File: src/rtl/wb_rr_arbiter.sv
// Round-robin Wishbone B4 classic arbiter: N masters share one slave port.
// Grant is held for a whole cyc tenure; a watchdog aborts stalled strobes with err.
module wb_rr_arbiter #(
    parameter int NUM_MASTERS = 2,
    parameter int AW          = 32,
    parameter int DW          = 32,
    parameter int TIMEOUT     = 255
) (
    input  logic                        wb_clk_i,
    input  logic                        wb_rst_i,
    input  logic [NUM_MASTERS-1:0]      m_cyc_i,
    input  logic [NUM_MASTERS-1:0]      m_stb_i,
    input  logic [NUM_MASTERS-1:0]      m_we_i,
    input  logic [NUM_MASTERS*AW-1:0]   m_adr_i,
    input  logic [NUM_MASTERS*DW-1:0]   m_dat_i,
    input  logic [NUM_MASTERS*DW/8-1:0] m_sel_i,
    output logic [DW-1:0]               m_dat_o,
    output logic [NUM_MASTERS-1:0]      m_ack_o,
    output logic [NUM_MASTERS-1:0]      m_err_o,
    output logic                        s_cyc_o,
    output logic                        s_stb_o,
    output logic                        s_we_o,
    output logic [AW-1:0]               s_adr_o,
    output logic [DW-1:0]               s_dat_o,
    output logic [DW/8-1:0]             s_sel_o,
    input  logic [DW-1:0]               s_dat_i,
    input  logic                        s_ack_i,
    input  logic                        s_err_i,
    output logic [NUM_MASTERS-1:0]      grant_o
);
    localparam int N   = NUM_MASTERS;
    localparam int SW  = DW / 8;
    localparam int IW  = $clog2(N);
    localparam int WDW = (TIMEOUT > 0) ? $clog2(TIMEOUT + 1) : 1;
    localparam logic [WDW-1:0] WD_LAST = WDW'(TIMEOUT - 1);

    typedef enum logic [1:0] {ST_IDLE, ST_BUSY, ST_ABORT} state_t;

    state_t           state_q, state_d;
    logic [N-1:0]     grant_q, grant_d;
    logic [IW-1:0]    gidx_q, gidx_d;
    logic [IW-1:0]    last_q, last_d;
    logic [WDW-1:0]   wdog_q, wdog_d;
    logic             err_pend_q, err_pend_d;

    logic [IW-1:0]    win_idx;
    logic [IW-1:0]    cand;
    logic             win_found;
    logic             sel_cyc, sel_stb, sel_we;
    logic [AW-1:0]    sel_adr;
    logic [DW-1:0]    sel_dat;
    logic [SW-1:0]    sel_sel;
    logic             busy;

    // Rotating priority: first requester after the last one served.
    always_comb begin
        win_idx   = '0;
        cand      = '0;
        win_found = 1'b0;
        for (int k = 1; k <= N; k++) begin
            cand = IW'((int'(last_q) + k) % N);
            if (!win_found && m_cyc_i[cand]) begin
                win_idx   = cand;
                win_found = 1'b1;
            end
        end
    end

    always_comb begin
        sel_cyc = m_cyc_i[gidx_q];
        sel_stb = m_stb_i[gidx_q];
        sel_we  = m_we_i[gidx_q];
        sel_adr = m_adr_i[int'(gidx_q)*AW +: AW];
        sel_dat = m_dat_i[int'(gidx_q)*DW +: DW];
        sel_sel = m_sel_i[int'(gidx_q)*SW +: SW];
    end

    always_comb begin
        busy    = (state_q == ST_BUSY);
        s_cyc_o = busy & sel_cyc;
        s_stb_o = busy & sel_cyc & sel_stb;
        s_we_o  = busy & sel_we;
        s_adr_o = busy ? sel_adr : '0;
        s_dat_o = busy ? sel_dat : '0;
        s_sel_o = busy ? sel_sel : '0;
        m_dat_o = s_dat_i;
        grant_o = grant_q;
        m_ack_o = '0;
        m_err_o = '0;
        if (busy && sel_cyc) begin
            m_ack_o[gidx_q] = s_ack_i;
            m_err_o[gidx_q] = s_err_i;
        end else if (state_q == ST_ABORT && err_pend_q) begin
            m_err_o[gidx_q] = 1'b1;
        end
    end

    always_comb begin
        state_d    = state_q;
        grant_d    = grant_q;
        gidx_d     = gidx_q;
        last_d     = last_q;
        wdog_d     = '0;
        err_pend_d = 1'b0;
        case (state_q)
            ST_IDLE: begin
                if (win_found) begin
                    grant_d          = '0;
                    grant_d[win_idx] = 1'b1;
                    gidx_d           = win_idx;
                    state_d          = ST_BUSY;
                end
            end
            ST_BUSY: begin
                if (!sel_cyc) begin
                    last_d  = gidx_q;
                    grant_d = '0;
                    state_d = ST_IDLE;
                end else if (sel_stb && !s_ack_i && !s_err_i) begin
                    // A response in the expiry cycle still completes normally.
                    if (TIMEOUT != 0 && wdog_q == WD_LAST) begin
                        state_d    = ST_ABORT;
                        err_pend_d = 1'b1;
                    end else if (TIMEOUT != 0) begin
                        wdog_d = wdog_q + 1'b1;
                    end
                end
            end
            ST_ABORT: begin
                if (!sel_cyc) begin
                    last_d  = gidx_q;
                    grant_d = '0;
                    state_d = ST_IDLE;
                end
            end
            default: begin
                grant_d = '0;
                state_d = ST_IDLE;
            end
        endcase
    end

    always_ff @(posedge wb_clk_i or posedge wb_rst_i) begin
        if (wb_rst_i) begin
            state_q    <= ST_IDLE;
            grant_q    <= '0;
            gidx_q     <= '0;
            last_q     <= IW'(N - 1);
            wdog_q     <= '0;
            err_pend_q <= 1'b0;
        end else begin
            state_q    <= state_d;
            grant_q    <= grant_d;
            gidx_q     <= gidx_d;
            last_q     <= last_d;
            wdog_q     <= wdog_d;
            err_pend_q <= err_pend_d;
        end
    end
endmodule
File: config.mk
export PLATFORM = sky130hd
export DESIGN_NAME = wb_rr_arbiter
export DESIGN_NICKNAME = d
export VERILOG_FILES = /design/src/rtl/wb_rr_arbiter.sv
export SDC_FILE = /design/constraint.sdc
export NUM_CORES = 1
export LEC_CHECK = 0
export BUFFER_PORTS_ARGS = -buffer_cell sky130_fd_sc_hd__buf_2
export CAP_MARGIN = 20
export CORE_AREA = 5 5 108 110
export DETAILED_ROUTE_END_ITERATION = 10
export DIE_AREA = 0 0 113 115
export HOLD_SLACK_MARGIN = 0.05
export PLACE_DENSITY = 0.69
export SYNTH_ARGS = -nofsm -noshare
export SYNTH_HDL_FRONTEND = slang
export SYNTH_SLANG_ARGS = --single-unit
File: constraint.sdc
create_clock -name wb_clk_i -period 3.05 [get_ports wb_clk_i]
set_input_delay 0.1525 -clock wb_clk_i [delete_from_list [all_inputs] [get_ports wb_clk_i]]
set_output_delay 0.1525 -clock wb_clk_i [all_outputs]
set_load 0.02 [all_outputs]
== After elaboration in Yosys (flattened, before gate mapping) ==
Index checks and enable logic that the tools add are counted.

* $add $sub $neg: 3
* Order comparisons: 6
* Eq/ne operators: 8
* Shift-type cells: 3
* Mux-type cells: 40
* Bitwise gates (word level): 6
* Reduce and logical (&&, ||, !) cells: 16

{| class="wikitable"
|+ Operator list
! kind !! count
|-
| $shiftx A64 B7 Y32 || 2
|-
| $mux W32 || 2
|-
| $mux W8 || 4
|-
| $mux W1 || 20
|-
| $mux W2 || 9
|-
| $add A8 B1 Y8 const B || 1
|-
| $eq A8 B8 Y1 const B || 1
|-
| $lt A1 B2 Y1 const B || 4
|-
| $shiftx A8 B4 Y4 || 1
|-
| $logic_and A1 B1 Y1 || 7
|-
| $ne A2 B2 Y1 const B || 3
|-
| $ne A3 B2 Y1 const B || 2
|-
| $pmux W2 S3 || 1
|-
| $reduce_and A2 Y1 || 3
|-
| $and A2 B2 Y2 || 2
|-
| $mux W4 || 1
|-
| $pmux W2 S2 || 1
|-
| $reduce_and A4 Y1 || 1
|-
| $and A1 B1 Y1 || 3
|-
| $logic_not A1 Y1 || 3
|-
| $add A1 B1 Y1 const B || 2
|-
| $demux W1 S1 || 2
|-
| $eq A2 B1 Y1 const B || 1
|-
| $eq A2 B2 Y1 const B || 1
|-
| 4 further kinds || 5
|}

* Register bits: 15
* Bits of input ports: 178
* Output and inout port bits: 109
* Word-level logic and storage cells: 88

== Depth between registers and ports, before layout ==
* Word-level depth: 13
* Gate-level depth with buffers: 6

== Worst setup path before layout ==
OpenSTA, ideal clock, no wires.

* Kind: reg-to-reg
* From: register state_q[1]
* To: register wdog_q[2]
* Setup time: 0.076 ns
* Data arrival time: 1.666 ns
* Data required time: 2.974 ns
* Setup slack: 1.308 ns
* Cell stages (with the launch flop): 7
* Path buffers: 1
* Cells stage by stage: dfrtp_1 inv_1 ha_1 clkbuf_1 a21boi_1 nand3_1 nor2_1

* Longest elaborated chain between the ends: 2

{| class="wikitable"
|+ Ends and longest elaborated chain
! element !! RTL line !! text
|-
| start: declaration || 39 || <nowiki>state_t state_q, state_d;</nowiki>
|-
| start signal: assignment || 152 || <nowiki>state_q <= state_d;</nowiki>
|-
| $eq A2 B1 Y1 || 105 || <nowiki>case (state_q)</nowiki>
|-
| $mux W8 || 105 ||
|-
| via wdog_d[2] || 43 || <nowiki>logic [WDW-1:0] wdog_q, wdog_d;</nowiki>
|-
| end signal: assignment || 156 || <nowiki>wdog_q <= wdog_d;</nowiki>
|-
| end: declaration || 43 ||
|}

The timed path passes the listed nets, and every way through them passes these cells.
A chain may end at the register's enable or synchronous reset.

== Worst setup path in the final report ==
* From: register state_q[1]
* To: output port m_err_o[1]

* Longest elaborated chain between the ends: 4
* Elaborated cells between the ends (all ways): 6
* Those cells by class: eq/ne: 2; mux: 2; reduce/logical: 2

{| class="wikitable"
|+ Ends and longest elaborated chain
! element !! RTL line !! text
|-
| $eq A2 B2 Y1 || 93 || <nowiki>end else if (state_q == ST_ABORT && err_pend_q) begin</nowiki>
|-
| $logic_and A1 B1 Y1 || 93 ||
|-
| $mux W2 || 93 ||
|-
| $mux W2 (*) || 90 || <nowiki>if (busy && sel_cyc) begin</nowiki>
|-
| end: declaration || 19 || <nowiki>output logic [NUM_MASTERS-1:0] m_err_o,</nowiki>
|}

Every way passes the cells marked *; elsewhere a longest branch is shown, timed or not.

==> results.sh <==
export IMPL_placed_area_um2=3290
export IMPL_fin_crit_sh=0.722
export IMPL_drt_wl_total_um=8730
export IMPL_worst_setup_path_start_kind="register"
export IMPL_power_internal_mw=1.27
export IMPL_dieWidth_um=113
export IMPL_grt_pass1_vias=2532
export IMPL_drc_errors=0
export IMPL_antenna_found_initial=1
export IMPL_vias=2532
export IMPL_maxCapViolCount=0
export IMPL_placed_cells=589
export IMPL_rsz0062_at_grt="false"
export IMPL_hpwl_um=7520
export IMPL_numPortBuffers=222
export IMPL_syn_cell_area_um2=2300
export IMPL_ant_nets=0
export IMPL_setup_tns_ns=0
export IMPL_cp_num_buf_inv=2
export IMPL_cts_hold_repair_buffers=1
export IMPL_slew_violations=0
export IMPL_r2r_cells=5
export IMPL_critical_path_top_delay_family="adder cells"
export IMPL_timing_rr_end="state_q[0]$_DFFE_PP0P_"
export IMPL_critical_path_peak_fanout=39
export IMPL_grt_max_degree=40
export IMPL_pwr_share_clk=0.058
export IMPL_whs_endpoint="grant_o[0]$_DFFE_PP0P_"
export IMPL_powerDensity_nw_per_um2=810
export IMPL_start_util=0.217
export IMPL_synth_top_area_share=0.305
export IMPL_grt_pass1_wl_um=12700
export IMPL_syn_nets=456
export IMPL_clkSlewWorstSetupHoldPaths_ns=0.06
export IMPL_fin_crit_ns=2.20
export IMPL_first_pass_iters=4
export IMPL_ys_ff_latch=15
export IMPL_whs_ns=0.236
export IMPL_arrival_ns=2.05
export IMPL_ir_drop_mv=0.494
export IMPL_seqPwrFrac=0.118
export IMPL_clk_latency_ns=0.24
export IMPL_antennaDiodeCount=0
export IMPL_clock_sinks=15
export IMPL_grt_remaining_overflow=0
export IMPL_clock_fmax_mhz=454
export IMPL_min_from="m_cyc_i[0]"
export IMPL_post_drt_wl_per_cell_um=14.7
export IMPL_synth_area_leaders="mux2i_1 (31%), nor2b_1 (19%), dfrtp_1 (15%)"
export IMPL_vias_per_cell=4.26
export IMPL_ff2ff_setup_slack_ns=1.14
export IMPL_crit_cells=6
export IMPL_cts_tree="built"
export IMPL_path_class="register to output port"
export IMPL_cts_setup_buffers=0
export IMPL_r2r_start="state_q[1]$_DFFE_PP0P_"
export IMPL_clockBufferDepth=2
export IMPL_synth_edf_count=0
export IMPL_swShare=0.531
export IMPL_area_growth_syn_to_layout_pct=45.6
export IMPL_path_cells="inv_1, ha_2, nand2_1, a31oi_1, nor2_1, buf_2"
export IMPL_total_power_mw=2.71
export IMPL_cts_resized_gates=0
export IMPL_coreArea_um2=10600
export IMPL_dieArea_um2=13000
export IMPL_pwr_share_comb=0.824
export IMPL_holdPathStages=3
export IMPL_yosysTopAreaCell="mux2i_1"
export IMPL_setup_violations=0
export IMPL_netlist_instances=273
export IMPL_switchingPower_mw=1.44
export IMPL_pin_count=287
export IMPL_power_leakage_nw=1.93
export IMPL_post_synth_num_cell_types=31
export IMPL_groute_usage_overall=0.117
export IMPL_end_kind="output port"
export IMPL_cpPeakStageDelay_ns=0.53
export IMPL_yosys_warnings=0
export IMPL_hold_violations=0
export IMPL_hp_class="primary input to register"
export IMPL_syn_avg_cell_area_um2=8.41
export IMPL_place_congestion=0.883
export IMPL_numCtsBuffers=3
export IMPL_skew_ns=0.00225
export IMPL_h_tree_depth=1
export IMPL_slew_headroom=0.622
export IMPL_rows=38
export IMPL_yosys_top_cells_count="mux2i_1 (70), nor2b_1 (70), buf_4 (37), dfrtp_1 (14), nor2_1 (11)"
export IMPL_ys_seq_area_frac=0.164
export IMPL_cp_slowest_cell="ha_2"
export IMPL_outcome="complete, no violations"
export IMPL_required_ns=2.90
export IMPL_async_flop_share=1.00
export IMPL_nNetsFinal=638
export IMPL_layoutNonFillerInstCount=594
export IMPL_layout_drive_gt1_share=0.520
export IMPL_synth_top_flop_cell="dfrtp_1"
export IMPL_postLayoutCellArea_um2=3350
export IMPL_root_buffer="clkbuf_8"
export IMPL_drtIter0Drc=80
export IMPL_worst_pin_slew_ns=0.567
export IMPL_die_y_um=115
how the worst max path moves through the flow:
stage                            from             endpoint  slack, ns
2_1_floorplan  state_q[1]$_DFFE_PP0P_  wdog_q[2]$_DFF_PP0_       1.31
3_3_place_gp   state_q[1]$_DFFE_PP0P_           m_err_o[0]       1.16
3_5_place_dp   state_q[1]$_DFFE_PP0P_           m_err_o[1]       1.05
4_1_cts        state_q[1]$_DFFE_PP0P_           m_err_o[1]       0.77
5_1_grt        state_q[1]$_DFFE_PP0P_           m_err_o[1]       0.51
6_report       state_q[1]$_DFFE_PP0P_           m_err_o[1]       0.85
through the flow:
step | worst slack [ns] | util
floorplan | 1.31 | -
global placement | 1.16 | 0.310
detailed placement | 1.05 | 0.310
CTS | 0.772 | 0.316
global route | 0.507 | 0.316
finish | 0.848 | 0.316
tightest hold or removal path, delay by kind of cell:
kind	cells	cell delay (ns)
and+or+nand+nor	1	0.08
AOI/OAI and AO/OA	1	0.07
buffers and inverters	1	0.13
power by group through the flow:
stage	clock network [mW]	registers, mW	logic, mW
finish	0.157	0.320	2.23
global route	0.175	0.328	2.40
CTS	0.165	0.322	2.27
detailed placement	0	0.325	2.26
global placement	0	0.320	2.22
floorplan	0	0.275	1.70
sequential cells by signal (all words and copies together), names as in the netlist:
| signal | cells |
|---|---|
| gidx_q | 1 |
| last_q | 1 |
| grant_o | 2 |
| state_q | 2 |
| wdog_q | 8 |
| err_pend_q | 1 |
routing by layer:
metal,vias up,track usage,wire (um)
met4,2,0.0144,17
met1,1166,0.137,3280
met3,4,0.0305,779
li1,1244,-,-
met2,116,0.220,4630
met5,-,0,20
logic make-up (layout without fill, tap and decap cells):
kind of cell               after synthesis  count (layout)  synth area share
xor gates and xnor gates                 6               6            0.0229
AOI/OAI and AO/OA                       15              15            0.0425
adders and majority gates                5               5            0.0272
DFF                                     15              15             0.164
muxes                                   73              73             0.323
and+or+nand+nor                        101             101             0.260
buffers and inverters                   58             239             0.160
placed cells by master, fill, tap and decap left out, drive strengths merged:
cell	instances
nor2	11
nor2b	70
a21boi	1
xnor2	1
dfstp	1
and4	1
nand4	2
nor3b	1
xor2	5
mux2i	70
dfrtp	14
inv	9
and3	4
ha	5
and4bb	1
clkbuf	4
nand3	6
a21oi	8
dlygate4sd3	1
a31oi	1
a21o	1
nand3b	1
buf	225
mux2	3
nand2	4
o21ai	3
o22ai	1
layout make-up:
cell class	instances	area (um^2)
clock buffer	4	45.0
fill	1109	7260
inverter	9	33.8
multi-input combinational	200	1560
sequential	15	380
tap	140	175
timing repair buffer	226	1160
Power figures use the tool's default switching activity.
